==> src/rtl/rip_trap_csr_pkg.sv <==
// Shared definitions for the RIP machine-mode CSR file: CSR addresses,
// trap causes, CSR op / trap FSM enums and the CSR read-modify-write helper.
// Carries the rip_config additions consumed by rip_trap_csr.
package rip_trap_csr_pkg;

    localparam logic [11:0] CSR_MTVEC  = 12'h305;
    localparam logic [11:0] CSR_MEPC   = 12'h341;
    localparam logic [11:0] CSR_MCAUSE = 12'h342;
    localparam logic [11:0] MCYCLE     = 12'hB00;
    localparam logic [11:0] MCYCLEH    = 12'hB80;

    localparam logic [31:0] CAUSE_ILLEGAL_INST = 32'd2;
    localparam logic [31:0] CAUSE_ECALL        = 32'd11;

    typedef enum logic [1:0] {
        CSR_NONE = 2'b00,
        CSR_RW   = 2'b01,
        CSR_RS   = 2'b10,
        CSR_RC   = 2'b11
    } csr_op_e;

    typedef enum logic {
        IDLE     = 1'b0,
        REDIRECT = 1'b1
    } trap_state_e;

    // New CSR value for a CSRRW/CSRRS/CSRRC given the old value and rs1/zimm.
    function automatic logic [31:0] csr_apply(csr_op_e op, logic [31:0] old_val,
                                              logic [31:0] wdata);
        case (op)
            CSR_RW:  return wdata;
            CSR_RS:  return old_val | wdata;
            CSR_RC:  return old_val & ~wdata;
            default: return old_val;
        endcase
    endfunction

endpackage

==> src/rtl/rip_trap_csr_if.sv <==
// Execute-stage <-> CSR/trap unit bundle. master = execute/upstream side,
// slave = rip_trap_csr.
interface rip_trap_csr_if;
    logic        csr_valid;
    logic [1:0]  csr_op;
    logic [11:0] csr_addr;
    logic [31:0] csr_wdata;
    logic [31:0] csr_rdata;
    logic        csr_illegal;
    logic        trap_req;
    logic [31:0] trap_cause;
    logic [31:0] trap_pc;
    logic        mret;
    logic        redirect_valid;
    logic [31:0] redirect_pc;
    logic        busy;

    modport master (
        output csr_valid, csr_op, csr_addr, csr_wdata, trap_req, trap_cause, trap_pc, mret,
        input  csr_rdata, csr_illegal, redirect_valid, redirect_pc, busy
    );

    modport slave (
        input  csr_valid, csr_op, csr_addr, csr_wdata, trap_req, trap_cause, trap_pc, mret,
        output csr_rdata, csr_illegal, redirect_valid, redirect_pc, busy
    );
endinterface

==> src/rtl/rip_trap_csr_counter.sv <==
// 64-bit free-running cycle counter with independent 32-bit half writes.
// A write to either half replaces the increment for the whole counter that
// cycle; the unwritten half holds. Only instantiated under RIP_CSR_MCYCLE_EN.
module rip_csr_counter (
    input  logic        clk,
    input  logic        rstn,
    input  logic        wr_lo,
    input  logic        wr_hi,
    input  logic [31:0] wdata,
    output logic [63:0] cnt
);

    // Count every cycle unless software writes a half this cycle.
    always_ff @(posedge clk) begin
        if (!rstn)      cnt <= '0;
        else if (wr_lo) cnt <= {cnt[63:32], wdata};
        else if (wr_hi) cnt <= {wdata, cnt[31:0]};
        else            cnt <= cnt + 64'd1;
    end

endmodule

==> src/rtl/rip_trap_csr.sv <==
// Machine-mode CSR file (mtvec/mepc/mcause) and trap/mret sequencer.
// Trap entry and mret each produce a one-cycle REDIRECT that drives
// redirect_valid/busy. Optional mcycle/mcycleh counter when the macro
// RIP_CSR_MCYCLE_EN is defined; otherwise 0xB00/0xB80 decode as illegal.
module rip_trap_csr
    import rip_trap_csr_pkg::*;
#(
    parameter logic [31:0] RESET_MTVEC = 32'h0
) (
    input  logic             clk,
    input  logic             rstn,
    rip_trap_csr_if.slave    bus
);

    trap_state_e state_q, state_d;
    logic [31:0] mtvec_q, mepc_q, mcause_q, redirect_pc_q;
    logic        legal;
    logic [31:0] old_val, new_val;
    logic        idle, take_trap, take_mret, csr_we;
    logic        we_mtvec, we_mepc, we_mcause;
    csr_op_e     op;

`ifdef RIP_CSR_MCYCLE_EN
    logic [63:0] mcycle;
    logic        we_mcycle, we_mcycleh;

    rip_csr_counter u_mcycle (
        .clk   (clk),
        .rstn  (rstn),
        .wr_lo (we_mcycle),
        .wr_hi (we_mcycleh),
        .wdata (new_val),
        .cnt   (mcycle)
    );
`endif

    assign op = csr_op_e'(bus.csr_op);

    // Address decode: legality and current value of the addressed CSR.
    always_comb begin
        legal   = 1'b1;
        old_val = '0;
        case (bus.csr_addr)
            CSR_MTVEC:  old_val = mtvec_q;
            CSR_MEPC:   old_val = mepc_q;
            CSR_MCAUSE: old_val = mcause_q;
`ifdef RIP_CSR_MCYCLE_EN
            MCYCLE:     old_val = mcycle[31:0];
            MCYCLEH:    old_val = mcycle[63:32];
`endif
            default:    legal   = 1'b0;
        endcase
    end

    assign bus.csr_illegal = bus.csr_valid && !legal;
    assign bus.csr_rdata   = (bus.csr_valid && legal) ? old_val : 32'h0;

    // Priority trap > mret > CSR write; nothing is accepted while redirecting.
    assign idle      = (state_q == IDLE);
    assign take_trap = idle && bus.trap_req;
    assign take_mret = idle && bus.mret && !bus.trap_req;
    assign csr_we    = idle && bus.csr_valid && (op != CSR_NONE) && legal
                       && !bus.trap_req && !bus.mret;
    assign new_val   = csr_apply(op, old_val, bus.csr_wdata);

    assign we_mtvec  = csr_we && (bus.csr_addr == CSR_MTVEC);
    assign we_mepc   = csr_we && (bus.csr_addr == CSR_MEPC);
    assign we_mcause = csr_we && (bus.csr_addr == CSR_MCAUSE);
`ifdef RIP_CSR_MCYCLE_EN
    assign we_mcycle  = csr_we && (bus.csr_addr == MCYCLE);
    assign we_mcycleh = csr_we && (bus.csr_addr == MCYCLEH);
`endif

    // Trap FSM state register.
    always_ff @(posedge clk) begin
        if (!rstn) state_q <= IDLE;
        else       state_q <= state_d;
    end

    // Trap FSM next state: REDIRECT always lasts exactly one cycle.
    always_comb begin
        state_d = state_q;
        case (state_q)
            IDLE:     if (take_trap || take_mret) state_d = REDIRECT;
            REDIRECT: state_d = IDLE;
            default:  state_d = IDLE;
        endcase
    end

    // CSR storage and redirect target capture.
    always_ff @(posedge clk) begin
        if (!rstn) begin
            mtvec_q       <= RESET_MTVEC & ~32'h3;
            mepc_q        <= '0;
            mcause_q      <= '0;
            redirect_pc_q <= '0;
        end else begin
            if (take_trap) begin
                mepc_q        <= bus.trap_pc & ~32'h3;
                mcause_q      <= bus.trap_cause;
                redirect_pc_q <= mtvec_q;
            end else if (take_mret) begin
                redirect_pc_q <= mepc_q;
            end
            if (we_mtvec)  mtvec_q  <= new_val & ~32'h3;
            if (we_mepc)   mepc_q   <= new_val & ~32'h3;
            if (we_mcause) mcause_q <= new_val;
        end
    end

    assign bus.redirect_valid = (state_q == REDIRECT);
    assign bus.busy           = (state_q == REDIRECT);
    assign bus.redirect_pc    = redirect_pc_q;

endmodule

==> src/flat_wrapper.sv <==
// flat-port wrapper written by rule: the top's interface ports become plain ports
module rip_trap_csr_flat import rip_trap_csr_pkg::*;
#(
    parameter logic [31:0] RESET_MTVEC = 32'h0
)
  (clk, rstn, bus_csr_valid, bus_csr_op, bus_csr_addr, bus_csr_wdata, bus_trap_req, bus_trap_cause, bus_trap_pc, bus_mret, bus_csr_rdata, bus_csr_illegal, bus_redirect_valid, bus_redirect_pc, bus_busy);
  rip_trap_csr_if bus_i ();
  input  logic clk;
  input  logic rstn;
  input wire logic [$bits(bus_i.csr_valid)-1:0] bus_csr_valid;
  input wire logic [$bits(bus_i.csr_op)-1:0] bus_csr_op;
  input wire logic [$bits(bus_i.csr_addr)-1:0] bus_csr_addr;
  input wire logic [$bits(bus_i.csr_wdata)-1:0] bus_csr_wdata;
  input wire logic [$bits(bus_i.trap_req)-1:0] bus_trap_req;
  input wire logic [$bits(bus_i.trap_cause)-1:0] bus_trap_cause;
  input wire logic [$bits(bus_i.trap_pc)-1:0] bus_trap_pc;
  input wire logic [$bits(bus_i.mret)-1:0] bus_mret;
  output wire logic [$bits(bus_i.csr_rdata)-1:0] bus_csr_rdata;
  output wire logic [$bits(bus_i.csr_illegal)-1:0] bus_csr_illegal;
  output wire logic [$bits(bus_i.redirect_valid)-1:0] bus_redirect_valid;
  output wire logic [$bits(bus_i.redirect_pc)-1:0] bus_redirect_pc;
  output wire logic [$bits(bus_i.busy)-1:0] bus_busy;
  assign bus_i.csr_valid = bus_csr_valid;
  assign bus_i.csr_op = bus_csr_op;
  assign bus_i.csr_addr = bus_csr_addr;
  assign bus_i.csr_wdata = bus_csr_wdata;
  assign bus_i.trap_req = bus_trap_req;
  assign bus_i.trap_cause = bus_trap_cause;
  assign bus_i.trap_pc = bus_trap_pc;
  assign bus_i.mret = bus_mret;
  assign bus_csr_rdata = bus_i.csr_rdata;
  assign bus_csr_illegal = bus_i.csr_illegal;
  assign bus_redirect_valid = bus_i.redirect_valid;
  assign bus_redirect_pc = bus_i.redirect_pc;
  assign bus_busy = bus_i.busy;
  rip_trap_csr #(.RESET_MTVEC(RESET_MTVEC)) u_core (.clk(clk), .rstn(rstn), .bus(bus_i));
endmodule
==> config.mk <==
export PLATFORM = sky130hd
export DESIGN_NAME = rip_trap_csr_flat
export DESIGN_NICKNAME = d
export VERILOG_FILES = /design/src/rtl/rip_trap_csr_pkg.sv /design/src/rtl/rip_trap_csr_if.sv /design/src/rtl/rip_trap_csr_counter.sv /design/src/rtl/rip_trap_csr.sv /design/src/flat_wrapper.sv
export SDC_FILE = /design/constraint.sdc
export NUM_CORES = 1
export LEC_CHECK = 0
export ABC_AREA = 1
export BUFFER_PORTS_ARGS = -buffer_cell sky130_fd_sc_hd__buf_4
export CORE_ASPECT_RATIO = 1.2
export CORE_UTILIZATION = 40
export CTS_BUF_LIST = sky130_fd_sc_hd__clkbuf_16
export DETAILED_ROUTE_END_ITERATION = 6
export PLACE_DENSITY = 0.7
export SLEW_MARGIN = 20
export SYNTH_ARGS = -nofsm -noshare
export SYNTH_HDL_FRONTEND = slang
export SYNTH_SLANG_ARGS = --single-unit
==> constraint.sdc <==
create_clock -name clk -period 1.6 [get_ports clk]
set_input_delay 0.08 -clock clk [delete_from_list [all_inputs] [get_ports clk]]
set_output_delay 0.08 -clock clk [all_outputs]
set_load 0.03 [all_outputs]
After elaboration in Yosys (flattened, before gate mapping)
Index checks and enable logic that the tools add are counted.

word-level totals
  register bits after elaboration = 125
  logic and storage cells = 49
  output and inout port bits = 67

cells by class
  multiplexer cells = 12
  reductions and logical operators = 22
  equal/unequal tests = 6
  bitwise gates (word level) = 4

operators by type and width
  cell                    count
  $mux W32                7
  $pmux W32 S3            2
  $eq A12 B10 Y1 const B  3
  $and A32 B32 Y32        1
  $not A32 Y32            1
  $or A32 B32 Y32         1
  $logic_and A1 B1 Y1     13
  $reduce_bool A2 Y1      4
  $eq A2 B2 Y1 const B    2
  $logic_not A1 Y1        3
  $reduce_or A3 Y1        1
  $eq A2 B1 Y1 const B    1
  $mux W1                 2
  $pmux W1 S2             1
  $logic_or A1 B1 Y1      1
  $not A1 Y1              1

Depth between registers and ports, before layout
Gate-level depths: netlist of the first run.

  depth in word-level cells = 8
  gate-level depth with buffers = 13
  mapped depth without buffers = 12

Worst setup path before layout of the first run
No wires, ideal clock.

  path kind = register to register
  from = reg u_core.state_q, in the netlist u_core.bus.busy
  to = reg u_core.redirect_pc_q[21], in the netlist u_core.bus.redirect_pc[21]
  path buffers = 2
  cell stages (with the launch flop) = 8
  setup slack = -0.117 ns
  arrival time = 1.600 ns
  required time = 1.483 ns
  clock period less this slack = 1.717 ns
  path through = dfxtp_1 -> inv_1 -> nand2_1 -> clkbuf_1 -> clkbuf_1 -> nor2_1 -> o221ai_1 -> inv_1

between the ends
  word-level cells in the longest chain between the ends = 4
  elaborated cells between the ends (all ways) = 6
  classes of those cells = 1 x mux; 1 x bitwise; 4 x reduce/logical

ends and longest elaborated chain
  element                              RTL line             text
  start, declared                      rip_trap_csr.sv:15   trap_state_e state_q, state_d;
  start signal, assigned               rip_trap_csr.sv:77   else state_q <= state_d;
  $not A1 Y1 *                         rip_trap_csr.sv:59   assign idle = (state_q == IDLE);
  $logic_and A1 B1 Y1 (2 in series)    rip_trap_csr.sv:61   assign take_mret = idle && bus.mret && !bus.trap_req;
  $reduce_bool A2 Y1 (no source line)  n/a
  end signal, assigned                 rip_trap_csr.sv:101  redirect_pc_q <= mtvec_q;
  end signal, assigned                 rip_trap_csr.sv:103  redirect_pc_q <= mepc_q;
  end, declared                        rip_trap_csr.sv:16   logic [31:0] mtvec_q, mepc_q, mcause_q, redirect_pc_q;

Mark *: on every way between the ends. The rest lies on a longest branch, timed or not.
A chain may end at the register's enable or synchronous reset.

Worst setup path after layout of the first run
  from = in bus_csr_addr[10]
  to = out bus_csr_rdata[29]

between the ends
  word-level cells in the longest chain between the ends = 5
  elaborated cells between the ends (all ways) = 8
  classes of those cells = 3 x eq/ne; 3 x mux; 2 x reduce/logical

ends and longest elaborated chain
  element                            RTL line            text
  start, declared                    flat_wrapper.sv:12  input wire logic [$bits(bus_i.csr_addr)-1:0] bus_csr_addr;
  $eq A12 B10 Y1                     rip_trap_csr.sv:43  case (bus.csr_addr)
  $reduce_or A3 Y1 (no source line)  n/a
  $mux W1                            rip_trap_csr.sv:43
  $logic_and A1 B1 Y1                rip_trap_csr.sv:56  assign bus.csr_rdata = (bus.csr_valid && legal) ? old_val : 32'h0;
  $mux W32 *                         rip_trap_csr.sv:56
  end, declared                      flat_wrapper.sv:18  output wire logic [$bits(bus_i.csr_rdata)-1:0] bus_csr_rdata;

Marks and branches as above.

==> metrics.md, run 1 <==
| Metric | Value |
|---|---|
| Static Leak | 0.004989 uW |
| DR vias/cell | 5.490 |
| Initial DRC Count | 780 |
| Max Fclk | around 650 MHz |
| Final WL | about 29 mm |
| PD cells | 826.9 nW/um^2 |
| Vias in the first global route | 8539 |
| Most used DFF post-synth | dfxtp_1 |
| Netlist cell types | 33 |
| Outcome | completed |
| Input/output buffers | 177 |
| Pin count of the biggest net entering global routing | 50 |
| Syn Inst Count | 1219 |
| Max rail drop VDD | around 0.7 mV |
| Grt total ovfl | 0 |
| Worst path most repeated cell | buf_4 |
| CP Capture Type | output port |
| Synthesized area | 7476 sq um |
| Tmin final | 1.547 ns |
| RR Startpoint | u_core.bus.busy$_SDFF_PP0_ |
| Crit-path leading delay family | buffers and inverters |
| Hold Path Depth | 5 |
| Met3 wire len | 2.240 mm |
| Final Hold Vio Count | 0 |
| DR vias | 9217 |
| Max cap viols | 0 |
| Placed insts | 1610 |
| CP max FO | 10 |
| Share of post-route cells with drive strength above 1 | 0.2392 |
| Crit path DAT | 1.47 ns |
| Clock latency on the worst-skew pair | 0.42 ns |
| Sink Count | ~120 |
| # diodes | 0 |
| Crit path cell chain | buf_4 -> inv_1 -> nand2_1 -> nor2_4 -> buf_4 -> nand3_4 -> inv_4 -> buf_6 -> a21oi_1 -> nor2_1 -> buf_4 |
| Async SR Flop Fraction | 0 |
| Htree depth | 4 |
| Clock Tree Root | clkbuf_16 |
| Crit path largest cell delay | 0.19 ns |
| # IOs | about 180 |
| FF-to-FF End | u_core.mtvec_q[30]$_SDFFE_PN0P_ |
| DRT met1 WL | 10.93 mm |
| DRT Pass-1 Iters | 5 |
| EDFF count, synth | 0 |
| Worst R2R Path Depth | 7 |
| Clk slew on worst S/H paths | 0.05 ns |
| Global Route Usage Sum | 0.2938 |
| DRC Markers | 0 |
| GP Congestion | 0.8493 |
| Area Overhead vs Synth | 42.18% |
| Clock tree buffer depth | 2 |
| CTS tree | done |
| Antenna violations before repair | 0 |
| Synth warn | 0 |
| Antenna viol nets, final | 0 |
| Die height | 151.8 microns |
| Core area | 18240 sq um |
| Drt wl/cell | ~17 microns |
| CP startpoint kind | input pin |
| Starting Density | 0.4098 |
| Unrepaired setup endpoints after global routing | true |
| Crit. Startpoint | bus_csr_addr[10] |
| Final setup violation count | 0 |
| Worst hold slack | 0.004778 ns |
| Clk_skew | 0.004228 ns |
| CP max-delay cell | nor2_4 |
| Final Max Slew Viols | 0 |
| Seq cells post-synth | 123 |
| Hold Crit Class | in -> reg |
| Syn Area/Cell | 6.133 sq um |
| Seq/Total Area, Yosys | 0.3294 |
| Post-route core utilization | 0.5826 |
| Num CTS Buffers | 17 |
| Die Width | 126.8 microns |
| R2r setup slk | 0.07 ns |
| Die area | 19240 sq um |
| Row count | between 50 and 60 |
| Crit path kind | in -> out |
| Hold path start | bus_trap_pc[11] |
| Hpwl dp | 19.21 mm |
| Hold Path End | u_core.mepc_q[11]$_SDFFE_PN0P_ |
| Worst Path Required | around 1.5 ns |
| Final period util | 0.9667 |
| Final #Nets | 1558 |
| Met2 WL post-DR | 14.15 mm |
| Top Layer Used | met4 |
| First-pass GRT wire length | 43.85 mm |
| Final Non-Filler Cells | 1679 |
| Worst path bufs/invs | 6 |
Yosys cell counts, types with 12 or more instances:
master | instances | area (sq um)
o211ai_1 | 12 | 90.09
o21ai_0 | 92 | 460.4
nand3_1 | 167 | 835.8
clkbuf_1 | 53 | 198.9
inv_1 | 87 | 326.6
o22ai_1 | 12 | 75.07
o21ai_1 | 16 | 80.08
dfxtp_1 | 123 | 2462
inv_2 | 14 | 52.55
nand3_2 | 15 | 150.1
buf_2 | 17 | 85.08
a21oi_1 | 30 | 150.1
nand2_1 | 325 | 1220
a221oi_1 | 18 | 157.7
a31oi_1 | 19 | 118.9
nor2_1 | 180 | 675.7
how the worst max path moves through the flow:
| stage | slack, ns | endpoint | cells after the start |
|---|---|---|---|
| 2_1_floorplan | 0.03 | u_core.mepc_q[10]$_SDFFE_PN0P_ | 6 |
| 4_1_cts | 0.01 | bus_csr_rdata[7] | 10 |
| 3_5_place_dp | -0.09 | u_core.mcause_q[5]$_SDFFE_PN0P_ | 14 |
| 3_3_place_gp | -0.04 | u_core.mcause_q[5]$_SDFFE_PN0P_ | 14 |
| 5_1_grt | -0.04 | u_core.mtvec_q[22]$_SDFFE_PN0P_ | 7 |
| 6_report | 0.05 | bus_csr_rdata[29] | 11 |
cell usage in the layout, fill, tap and decap left out, types with 3 or more instances in the layout:
cell type / netlist / routed
a21oi_1: 30 / 30
a221oi_1: 18 / 9
a221oi_2: 0 / 8
a31oi_1: 19 / 19
buf_12: 0 / 17
buf_4: 7 / 226
buf_6: 5 / 12
bufinv_16: 0 / 4
clkbuf_16: 0 / 17
clkinv_1: 3 / 4
clkinv_2: 0 / 3
dfxtp_1: 123 / 121
dlygate4sd3_1: 0 / 35
inv_1: 87 / 92
inv_2: 14 / 11
nand2_1: 325 / 322
nand2_2: 2 / 4
nand3_1: 167 / 166
nand3_2: 15 / 13
nand3_4: 1 / 4
nor2_1: 180 / 172
nor2_2: 2 / 7
nor2_4: 5 / 8
o211ai_1: 12 / 12
o21ai_0: 92 / 91
o21ai_1: 16 / 17
o22ai_1: 12 / 12
registers in the layout, summed over array words and instances, names as in the netlist:
name                    flops
u_core.mcause_q            32
u_core.bus.redirect_pc     30
u_core.mepc_q              30
u_core.mtvec_q             30
u_core.bus.busy             1
worst min-delay path, stage by stage:
cell	delay, ns
buf_4	0.08
nand2_1	0.05
nand3_2	0.06
nand2_1	0.04
nor2_1	0.07
power breakdown:
part / switching (uW) / internal (uW) / total, uW
clock network: 1420 / 2550 / 3970
registers: 121 / 3230 / 3350
logic: 846 / 631 / 1480
cells by family after synthesis:
group / synth area share
DFF: 0.3294
other: 0.0005016
AOI/OAI and AO/OA: 0.1548
buffers and inverters: 0.1068
and+or+nand+nor: 0.4085
final cells by class:
type / count / area, sq um
Clock inverter: 14 / 165.2
Inverter: 104 / 400.4
Fill cell: 1702 / 7614
Multi-Input combinational cell: 907 / 4370
Timing Repair Buffer: 290 / 2522
Sequential cell: 123 / 2465
Clock buffer: 17 / 425.4
Tap cell: 224 / 280.3
layer usage:
metal  track usage  vias up
met5             0        -
met1        0.3357     4192
met3       0.04916      114
met2        0.5231      477
met4        0.1619        0
li1              -     4434
stage by stage:
step	total power [uW]	TNS (ns)	setup slack (ns)	area, sq um
final	8789	0	0.05326	10630
after global routing	9107	-0.3160	-0.03505	10630
after CTS	8777	0	0.01177	10420
after detailed placement	4779	-1.510	-0.09062	9462
after global placement	4765	-0.5255	-0.04112	9462
after floorplan	4137	0	0.03430	7481
what timing repair did:
item | in CTS | in global routing
hold buffers | 35 | 0
endpoints found under the setup margin | 42 | 56
pin swaps | 1 | 3
setup buffers | 0 | 3
endpoints found under the hold margin | 35 | 0
gates resized for setup | 4 | 43
Note: power is estimated with default switching activity, not from simulation.
==> run 2: changes to the inputs <==
- CORE_ASPECT_RATIO: 1.2 -> 0.75
- clock period: 1.6 -> 1.46 ns (I/O delays scaled with it)
==> run 2 against run 1 <==
  * The flow now finishes with violations (negative setup slack)
  * Largest cell class unchanged
  * Sequential power increased by 10%
  * Final cell count increased by 1.4%
  * Clock skew grew 0.0032 ns
  * Register-to-register slack got worse by 0.13 ns
==> metrics.md, run 2 (synthesis results as in run 1) <==
| Metric | Value |
|---|---|
| Outcome | finished with violations |
| Failing checks | negative setup slack |
| Max reg flops | 32 |
| Hold path start | bus_trap_pc[20] |
| Clock latency on the worst-skew pair | 0.43 ns |
| Clock tree buffer depth | 2 |
| GP Congestion | about 0.9 |
| Global Route Usage Sum | 0.2999 |
| Unrepaired setup endpoints after global routing | true |
| R2r setup slk | -0.06 ns |
| Input/output buffers | 177 |
| Crit path cell chain | nor4_4 -> buf_6 -> nand4_1 -> buf_6 -> nor2_1 -> nor2_1 |
| CP startpoint kind | register |
| CP max FO | 18 |
| Die area | between 15000 and 20000 sq um |
| Most frequent cells in the layout | nand2_1, buf_4, nand3_1 |
| Share of post-route cells with drive strength above 1 | 0.3060 |
| Max Fclk | roughly 660 MHz |
| DR vias/cell | 5.598 |
| Drt wl/cell | 18.66 microns |
| Antenna violations before repair | 0 |
| Die height | 120.4 microns |
| Num CTS Buffers | 17 |
| Final WS setup | -0.05865 ns |
| Pre-CTS WS | -0.1716 ns |
| PD cells | 818.5 nW/um^2 |
| CP max-delay cell | dfxtp_4 |
| Htree depth | 4 |
| Clk_skew | 0.007394 ns |
| Die Width | 159.9 microns |
| Max cap viols | 0 |
| DRT Pass-1 Iters | 6 |
| Hold Crit Class | in -> reg |
| Final setup violation count | 64 |
| Largest Register | u_core.mcause_q |
| Commonest non-fill, non-tap cell in the layout | nand2_1 |
| Vias in the first global route | 8569 |
| Clock Tree Root | clkbuf_16 |
| Worst Path Required | 1.78 ns |
| DRC Markers | 0 |
| Placed cell areas | about 9600 sq um |
| Hold Path Depth | 5 |
| Sink Count | ~120 |
| Final WL | approximately 32 mm |
| Max rail drop VDD | 0.4873 mV |
| Worst R2R Path Depth | 6 |
| Hold Path End | u_core.mepc_q[20]$_SDFFE_PN0P_ |
| Crit path largest cell delay | 0.36 ns |
| CTS tree | done |
| Row count | 42 |
| Initial DRC Count | 1259 |
| Tmin final | 1.519 ns |
| Final Max Slew Viols | 0 |
| Starting Density | 0.4160 |
| CP Capture Type | register |
| Final TNS setup | -1.248 ns |
| Static Leak | 0.005190 uW |
| Hpwl dp | 19.58 mm |
| DR vias | approximately 9500 |
| First-pass GRT wire length | 45.13 mm |
| Crit path DAT | 1.84 ns |
| Clk slew on worst S/H paths | 0.06 ns |
| # diodes | 0 |
| Final Hold Vio Count | 0 |
| Core area | 17970 sq um |
| Antenna viol nets, final | 0 |
| Grt total ovfl | 0 |
| Area Overhead vs Synth | 56.69% |
| RR Startpoint | u_core.bus.busy$_SDFF_PP0_ |
| Pin count of the biggest net entering global routing | 45 |
| # IOs | 182 |
| Fin area | around 12000 sq um |
| Crit path kind | reg -> reg |
| FF-to-FF End | u_core.mtvec_q[7]$_SDFFE_PN0P_ |
| Final period util | 1.040 |
| Final #Nets | 1565 |
run 2: changes by cell type in the layout (fill, tap and decap cells not counted), sizes merged:
cell and delta:
dlygate4sd3 -2, clkbuf +8, clkinvlp +1, buf +2
bufinv -2, clkinv -1
run 2: area by class of cell:
type	instances	area, sq um
clock buffers	18	450.4
clock inverters	12	107.6
fillers	1525	6259
inverters	104	420.4
multi-input cells	907	4996
flip-flops and latches	123	2480
well taps	242	302.8
repair buffers	297	2957
run 2: where the power goes:
group | total (uW) | switching (uW) | internal [uW]
clock network | 4120 | 1580 | 2540
logic | 1770 | 1020 | 748
registers | 3700 | 166 | 3530
total | 9590 | 2760 | 6830
run 2: what timing repair did:
action,CTS,global route
endpoints found under the hold margin,33,0
pin swaps,5,37
hold buffers,33,0
buffers inserted,6,3
resized for setup,39,203
endpoints found under the setup margin,102,121
cloned,0,9
run 2: per-stage QoR:
stage               total power [uW]  cells  hold WS [ns]    util
global route                    9876   1703      0.008071  0.6518
detailed placement              5285   1623        0.3738  0.5315
global placement                5266   1623        0.3696  0.5315
CTS                             9447   1692      0.001014  0.5935
floorplan                       4537   1220        0.2768       -
finish                          9588   1703      0.004766  0.6518
run 2: metal layers:
layer | GRT usage | up-vias | routed length, microns
li1 | - | 4456 | -
met1 | 0.4102 | 4323 | 13380
met2 | 0.4604 | 642 | 13710
met3 | 0.07925 | 112 | 3572
met4 | 0.09107 | 0 | 1128
met5 | 0 | - | 0
run 2: worst max-delay path: cells and delay by family (launching register included):
family / cells / cell delay [ns]
flops: 1 / 0.36
simple gates: 4 / 0.63
buf+inv: 2 / 0.42
run 2: how the worst max path moves through the flow:
stage | start | endpoint | slack [ns] | depth (start not counted)
2_1_floorplan | bus_csr_addr[3] | bus_csr_rdata[15] | -0.08 | 8
3_3_place_gp | bus_csr_addr[3] | bus_csr_rdata[19] | -0.14 | 10
3_5_place_dp | bus_csr_addr[3] | u_core.mepc_q[14]$_SDFFE_PN0P_ | -0.17 | 10
4_1_cts | bus_csr_addr[10] | bus_csr_rdata[11] | -0.03 | 11
5_1_grt | u_core.bus.busy$_SDFF_PP0_ | u_core.mcause_q[4]$_SDFFE_PN0P_ | -0.13 | 9
6_report | u_core.bus.busy$_SDFF_PP0_ | u_core.mtvec_q[7]$_SDFFE_PN0P_ | -0.06 | 6
